==> src/rtl/ddr_definitions.sv <==
// Shared codes for the DDR step sequencer: game states, arrow codes, LFSR taps.
// Optional DDR_COMBO_EN adds two-button combo decode and combo arrow generation.
package ddr_definitions;

  localparam int STATE_BITS      = 1;
  localparam int NUM_ARROWS_BITS = 4;

  typedef logic [STATE_BITS:0]      game_state_t;
  typedef logic [NUM_ARROWS_BITS:0] arrow_t;

  localparam game_state_t STATE_START = 2'd0;
  localparam game_state_t STATE_GAME  = 2'd1;
  localparam game_state_t STATE_LOSE  = 2'd2;

  localparam arrow_t ARROW_UP         = 5'd10;
  localparam arrow_t ARROW_DOWN       = 5'd11;
  localparam arrow_t ARROW_LEFT       = 5'd12;
  localparam arrow_t ARROW_RIGHT      = 5'd13;
  localparam arrow_t ARROW_UP_DOWN    = 5'd14;
  localparam arrow_t ARROW_UP_LEFT    = 5'd15;
  localparam arrow_t ARROW_UP_RIGHT   = 5'd16;
  localparam arrow_t ARROW_DOWN_LEFT  = 5'd17;
  localparam arrow_t ARROW_DOWN_RIGHT = 5'd18;
  localparam arrow_t ARROW_LEFT_RIGHT = 5'd19;
  localparam arrow_t ARROW_NONE       = 5'd20;
  localparam arrow_t ARROW_INVALID    = 5'd31;

  // Right-shifting Galois form of x^16 + x^14 + x^13 + x^11 + 1.
  localparam logic [15:0] LFSR_TAPS = 16'hB400;

  typedef enum logic [1:0] {
    SEQ_IDLE,
    SEQ_RUN,
    SEQ_OVER
  } seq_state_e;

  function automatic logic [15:0] lfsr_step(input logic [15:0] l);
    return {1'b0, l[15:1]} ^ (l[0] ? LFSR_TAPS : 16'h0000);
  endfunction

  // Buttons are ordered {up, down, left, right}.
  function automatic arrow_t decode_btn(input logic [3:0] b);
    arrow_t a;
    case (b)
      4'b0000: a = ARROW_NONE;
      4'b1000: a = ARROW_UP;
      4'b0100: a = ARROW_DOWN;
      4'b0010: a = ARROW_LEFT;
      4'b0001: a = ARROW_RIGHT;
`ifdef DDR_COMBO_EN
      4'b1100: a = ARROW_UP_DOWN;
      4'b1010: a = ARROW_UP_LEFT;
      4'b1001: a = ARROW_UP_RIGHT;
      4'b0110: a = ARROW_DOWN_LEFT;
      4'b0101: a = ARROW_DOWN_RIGHT;
      4'b0011: a = ARROW_LEFT_RIGHT;
`endif
      default: a = ARROW_INVALID;
    endcase
    return a;
  endfunction

  function automatic arrow_t gen_arrow(input logic [15:0] l);
    arrow_t a;
    if (l[2:0] == 3'd0) begin
      a = ARROW_NONE;
`ifdef DDR_COMBO_EN
    end else if (l[2:0] == 3'd7) begin
      a = ARROW_UP_DOWN + {2'b00, l[7:5] % 3'd6};
`endif
    end else begin
      case (l[4:3])
        2'd0:    a = ARROW_UP;
        2'd1:    a = ARROW_DOWN;
        2'd2:    a = ARROW_LEFT;
        default: a = ARROW_RIGHT;
      endcase
    end
    return a;
  endfunction

endpackage

==> src/rtl/ddr_beat_sync.sv <==
// Two-flop synchronizer with a registered rising-edge pulse per bit.
module ddr_beat_sync #(
  parameter int WIDTH = 1
) (
  input  logic             clk,
  input  logic             rst,
  input  logic [WIDTH-1:0] async_i,
  output logic [WIDTH-1:0] level_o,
  output logic [WIDTH-1:0] rise_o
);

  logic [WIDTH-1:0] meta_q, sync_q, prev_q, rise_q;

  // NOTE: sequential state uses non-blocking assignments so every flop samples pre-edge values.
  always_ff @(posedge clk or posedge rst) begin
    if (rst) begin
      meta_q <= '0;
      sync_q <= '0;
      prev_q <= '0;
      rise_q <= '0;
    end else begin
      meta_q <= async_i;
      sync_q <= meta_q;
      prev_q <= sync_q;
      rise_q <= sync_q & ~prev_q;
    end
  end

  assign level_o = sync_q;
  assign rise_o  = rise_q;

endmodule

==> src/rtl/ddr_step_sequencer.sv <==
// Arrow queue, move capture and beat judge for the DDR game.
// Build with DDR_COMBO_EN for two-button combo moves and combo arrows.
module ddr_step_sequencer
  import ddr_definitions::*;
#(
  parameter logic [2:0]  LIVES_INIT = 3'd5,
  parameter logic [15:0] LFSR_SEED  = 16'hACE1,
  parameter logic [13:0] SCORE_MAX  = 14'd9999
) (
  input  logic                     clk,
  input  logic                     rst,
  input  logic                     metronome_clk,
  input  logic [STATE_BITS:0]      state,
  input  logic [3:0]               btn,
  output logic [NUM_ARROWS_BITS:0] cur_arrow0,
  output logic [NUM_ARROWS_BITS:0] cur_arrow1,
  output logic [NUM_ARROWS_BITS:0] cur_arrow2,
  output logic [NUM_ARROWS_BITS:0] cur_arrow3,
  output logic [NUM_ARROWS_BITS:0] player_move,
  output logic [2:0]               lives,
  output logic [13:0]              score,
  output logic                     hit,
  output logic                     miss,
  output logic                     game_over
);

  logic       beat;
  logic       met_level_unused;
  logic [3:0] btn_sync;
  logic [3:0] btn_rise_unused;
  arrow_t     btn_move;

  ddr_beat_sync #(.WIDTH(1)) u_met_sync (
    .clk     (clk),
    .rst     (rst),
    .async_i (metronome_clk),
    .level_o (met_level_unused),
    .rise_o  (beat)
  );

  ddr_beat_sync #(.WIDTH(4)) u_btn_sync (
    .clk     (clk),
    .rst     (rst),
    .async_i (btn),
    .level_o (btn_sync),
    .rise_o  (btn_rise_unused)
  );

  assign btn_move = decode_btn(btn_sync);

  seq_state_e        seq_q, seq_d;
  arrow_t [3:0]      arrows_q, arrows_d;
  arrow_t            move_q, move_d;
  logic [2:0]        lives_q, lives_d;
  logic [13:0]       score_q, score_d;
  logic [15:0]       lfsr_q, lfsr_d;
  logic              hit_q, hit_d, miss_q, miss_d;
  arrow_t            target;

  // NOTE: every always_comb output gets a default first so no path leaves it unassigned (no latch).
  always_comb begin
    seq_d    = seq_q;
    arrows_d = arrows_q;
    move_d   = move_q;
    lives_d  = lives_q;
    score_d  = score_q;
    lfsr_d   = lfsr_q;
    hit_d    = 1'b0;
    miss_d   = 1'b0;
    target   = arrows_q[3];

    case (seq_q)
      SEQ_IDLE: begin
        if (state == STATE_GAME) begin
          seq_d    = SEQ_RUN;
          lives_d  = LIVES_INIT;
          score_d  = '0;
          arrows_d = {4{ARROW_NONE}};
          move_d   = ARROW_NONE;
        end
      end

      SEQ_RUN: begin
        if (state != STATE_GAME) begin
          seq_d = SEQ_IDLE;
        end else if (beat) begin
          if (target != ARROW_NONE && move_q == target) begin
            hit_d = 1'b1;
            if (score_q != SCORE_MAX) score_d = score_q + 14'd1;
          end else if (target != ARROW_NONE || move_q != ARROW_NONE) begin
            miss_d = 1'b1;
            if (lives_q != 3'd0) lives_d = lives_q - 3'd1;
            if (lives_q <= 3'd1) seq_d = SEQ_OVER;
          end
          arrows_d = {arrows_q[2:0], gen_arrow(lfsr_q)};
          lfsr_d   = lfsr_step(lfsr_q);
          // Capture restarts on the beat; a press landing here counts next beat.
          move_d   = ARROW_NONE;
        end else if (move_q == ARROW_NONE) begin
          move_d = btn_move;
        end
      end

      SEQ_OVER: begin
        if (state != STATE_GAME) seq_d = SEQ_IDLE;
      end

      default: seq_d = SEQ_IDLE;
    endcase
  end

  always_ff @(posedge clk or posedge rst) begin
    if (rst) begin
      seq_q    <= SEQ_IDLE;
      arrows_q <= {4{ARROW_NONE}};
      move_q   <= ARROW_NONE;
      lives_q  <= LIVES_INIT;
      score_q  <= '0;
      lfsr_q   <= LFSR_SEED;
      hit_q    <= 1'b0;
      miss_q   <= 1'b0;
    end else begin
      seq_q    <= seq_d;
      arrows_q <= arrows_d;
      move_q   <= move_d;
      lives_q  <= lives_d;
      score_q  <= score_d;
      lfsr_q   <= lfsr_d;
      hit_q    <= hit_d;
      miss_q   <= miss_d;
    end
  end

  assign cur_arrow0  = arrows_q[0];
  assign cur_arrow1  = arrows_q[1];
  assign cur_arrow2  = arrows_q[2];
  assign cur_arrow3  = arrows_q[3];
  assign player_move = move_q;
  assign lives       = lives_q;
  assign score       = score_q;
  assign hit         = hit_q;
  assign miss        = miss_q;
  assign game_over   = (seq_q == SEQ_OVER);

endmodule

==> config.mk <==
export PLATFORM = sky130hd
export DESIGN_NAME = ddr_step_sequencer
export DESIGN_NICKNAME = d
export VERILOG_FILES = /design/src/rtl/ddr_definitions.sv /design/src/rtl/ddr_beat_sync.sv /design/src/rtl/ddr_step_sequencer.sv
export SDC_FILE = /design/constraint.sdc
export NUM_CORES = 1
export LEC_CHECK = 0
export BUFFER_PORTS_ARGS = -buffer_cell sky130_fd_sc_hd__buf_2
export CAP_MARGIN = 20
export CORE_MARGIN = 5
export CORE_UTILIZATION = 50
export CTS_CLUSTER_DIAMETER = 80
export DETAILED_ROUTE_END_ITERATION = 6
export PLACE_DENSITY = 0.72
export SLEW_MARGIN = 20
export SYNTH_ARGS = -nofsm -noshare
export SYNTH_HDL_FRONTEND = slang
export SYNTH_SLANG_ARGS = --single-unit
==> constraint.sdc <==
create_clock -name clk -period 4.8 [get_ports clk]
set_clock_uncertainty 0.15 [all_clocks]
set_input_delay 0.24 -clock clk [delete_from_list [all_inputs] [get_ports clk]]
set_output_delay 0.24 -clock clk [all_outputs]
set_load 0.01 [all_outputs]
==> results.sh <==
export IMPL_status="complete, no violations"
export IMPL_crit_fanout=16
export IMPL_syn_area_per_cell_um2=10.7
export IMPL_hold_class="input pin to async pin"
export IMPL_crit_slowest_cell="or4_4"
export IMPL_drive_gt1_frac=0.272
export IMPL_routed_wirelength_mm=6.68
export IMPL_rrSetupSlack_ns=2.26
export IMPL_worstReg2RegEnd="score[9]"
export IMPL_fin_util=0.600
export IMPL_slew_violations=0
export IMPL_clk_latency_ns=0.34
export IMPL_cp_arrival_ns=2.77
export IMPL_ant_nets=0
export IMPL_netSwitchingFraction=0.256
export IMPL_die_area_um2=8060
export IMPL_cts_tree="yes"
export IMPL_rows=29
export IMPL_start_kind="input pin"
export IMPL_pre_cts_slack_ns=2.29
export IMPL_worst_pin_slew_ns=0.896
export IMPL_postCtsSetupBuffers=0
export IMPL_synth_cells=298
export IMPL_internal_power_uw=942
export IMPL_synth_top_cell_area_share=0.425
export IMPL_initial_core_util=0.507
export IMPL_pwr_share_comb=0.087
export IMPL_p_leak_nw=1.74
export IMPL_vias=2474
export IMPL_area_delta_synth_final_pct=18.3
export IMPL_place_congestion=0.810
export IMPL_grt_pass1_vias=2356
export IMPL_pin_count=54
export IMPL_synthFlopType="dfrtp_1"
export IMPL_synth_area_leaders="dfrtp_1 (42%), dfstp_2 (17%), nand2_1 (6.8%)"
export IMPL_hold_viol_final=0
export IMPL_cts_inserted_buffers=9
export IMPL_finalCritPeriodShare=0.555
export IMPL_h_tree_depth=3
export IMPL_cp_startpoint="state[1]"
export IMPL_path_clk_slew_ns=0.08
export IMPL_yosys_area_top_type="dfrtp_1"
export IMPL_setup_violations_final=0
export IMPL_rsz0062_at_grt="no"
export IMPL_clk_path_buf_depth=2
export IMPL_drc=0
export IMPL_synth_edf_count=0
export IMPL_cp_cell_sequence="dlygate4sd3_1, buf_2, nor3b_4, o21ai_2, or4_4, or4_1, a21oi_1"
export IMPL_grt_max_degree=75
export IMPL_synthesis_area_um2=3180
export IMPL_crit_required_ns=4.91
export IMPL_finalCriticalPeriod_ns=2.66
export IMPL_cp_num_buf_inv=2
export IMPL_end_kind="flop"
export IMPL_fill_cells=552
export IMPL_switchingPower_uw=324
export IMPL_crit_type="input pin to flop"
export IMPL_cts_root_buffer_cell="clkbuf_8"
export IMPL_async_reset_ff_frac=1.00
export IMPL_setup_slack_ns=2.14
export IMPL_dr_pass1_iters=4
export IMPL_drt_vias_per_instance=5.61
export IMPL_ys_ff_latch=74
export IMPL_insertedDiodeCount=0
export IMPL_drv_cap=0
export IMPL_yosysUniqueCellTypes=45
export IMPL_core_um2=6280
export IMPL_hpwl_mm=4.57
export IMPL_grt_pass1_wl_mm=11.4
export IMPL_sequentialPowerShare=0.541
export IMPL_r2r_start="seq_q[1]"
export IMPL_final_nets=372
export IMPL_die_h_um=89.8
export IMPL_hold_ws_ns=0.0151
export IMPL_stdcell_count=441
export IMPL_grt_overflow=0
export IMPL_power_density_nw_per_um2=336
export IMPL_clock_power_share=0.373
export IMPL_wire_per_inst_um=15.1
export IMPL_grt_util_all_layers=0.171
export IMPL_r2r_worst_path_cells=5
export IMPL_synth_most_common_cell="nand2_1"
export IMPL_ir_worst_vdd_mv=0.207
export IMPL_placedCellCount=419
export IMPL_drt_iter0_drc=132
export IMPL_yosysSeqAreaShare=0.590
export IMPL_die_w_um=89.8
export IMPL_cp_top_family="simple AND/OR/NAND/NOR gates"
export IMPL_slew_headroom=0.401
export IMPL_antenna_found_initial=0
export IMPL_port_buffers=53
export IMPL_crit_path_max_incr_delay_ns=0.66
export IMPL_cts_sinks=74
export IMPL_clock_fmax_mhz=376
export IMPL_syn_num_nets=311
export IMPL_yosys_top_cells_count="nand2_1 (58), dfrtp_1 (54), dfstp_2 (20), a21oi_1 (16), o21ai_0 (16)"
export IMPL_yosysWarnings=0
export IMPL_tns_ns=0
## final cells by class
cell class	instances	area (µm²)	area share
well taps	77	96.3	0.0256
clock buffers	9	124	0.0329
repair buffers	61	340	0.0904
multi-input cells	205	1230	0.327
inverters	8	30.0	0.00797
clock inverters	7	68.8	0.0183
flip-flops and latches	74	1880	0.498
## flip-flops by register name, summed over array words and instances, names as in the netlist
register / cells
cur_arrow0: 5
cur_arrow1: 5
cur_arrow2: 5
cur_arrow3: 5
hit: 1
lfsr_q: 16
lives: 3
miss: 1
player_move: 5
score: 14
seq_q: 2
u_btn_sync.level_o: 4
u_btn_sync.meta_q: 4
u_met_sync.level_o: 1
u_met_sync.meta_q: 1
u_met_sync.prev_q: 1
u_met_sync.rise_o: 1
## worst register-to-register path: cells and delay by family, from the launching register on
kind,cells,cell delay (ns)
AO/OA/AOI/OAI,2,0.41
AND/OR/NAND/NOR,3,1.45
flip-flops,1,0.45
## per-stage QoR
step / instance area (µm²) / power [mW]
floorplan: 3180 / 0.770
detailed placement: 3510 / 0.803
finish: 3770 / 1.27
CTS: 3770 / 1.28
global placement: 3510 / 0.801
global route: 3770 / 1.33
## cells in the final DEF (no fill, tap or decap), types with 9 or more instances in the layout
| master | n |
|---|---|
| o21ai_0 | 16 |
| a21oi_1 | 16 |
| dfstp_2 | 20 |
| dfrtp_1 | 54 |
| or3_1 | 9 |
| nand2_1 | 58 |
| nor2_1 | 10 |
| buf_2 | 53 |
| clkbuf_8 | 9 |
| a22o_1 | 9 |
## worst max path at each step
stage	slack, ns	cells after the start	endpoint
final	2.14	7	score[9]
after CTS	2.14	7	score[9]
after detailed placement	2.29	5	score[9]
after floorplan	2.56	1	cur_arrow0[0]
after global placement	2.37	5	score[13]
after global routing	2.05	7	score[9]
## cell families after synthesis
group                      Yosys count  share of synthesized area
and+or+nand+nor                    121                      0.193
muxes                                4                     0.0126
buffers and inverters               19                     0.0256
xor gates and xnor gates             9                     0.0248
DFF                                 74                      0.590
adders and majority gates            4                     0.0157
AOI/OAI and AO/OA                   67                      0.139
## power groups by stage
stage / Clock, mW / Sequential [mW] / Combinational, mW
after floorplan: 0 / 0.695 / 0.0748
after global placement: 0 / 0.695 / 0.106
after detailed placement: 0 / 0.696 / 0.107
after CTS: 0.481 / 0.685 / 0.111
after global routing: 0.515 / 0.689 / 0.125
final: 0.472 / 0.685 / 0.110
## metal layers
| layer | share of wire | up-vias | routed length [µm] | track usage |
|---|---|---|---|---|
| li1 | - | 1182 | - | - |
| met1 | 0.47 | 1206 | 3140 | 0.244 |
| met2 | 0.45 | 77 | 2980 | 0.249 |
| met3 | 0.075 | 9 | 501 | 0.0626 |
| met4 | 0.0093 | 0 | 62 | 0.0441 |
| met5 | 0 | - | 0 | 0 |
## timing repair
item | CTS | global route
hold buffers | 6 | 0
hold endpoints to repair | 6 | 0
gates resized for setup | 0 | 0
Power figures use the tool's default switching activity.
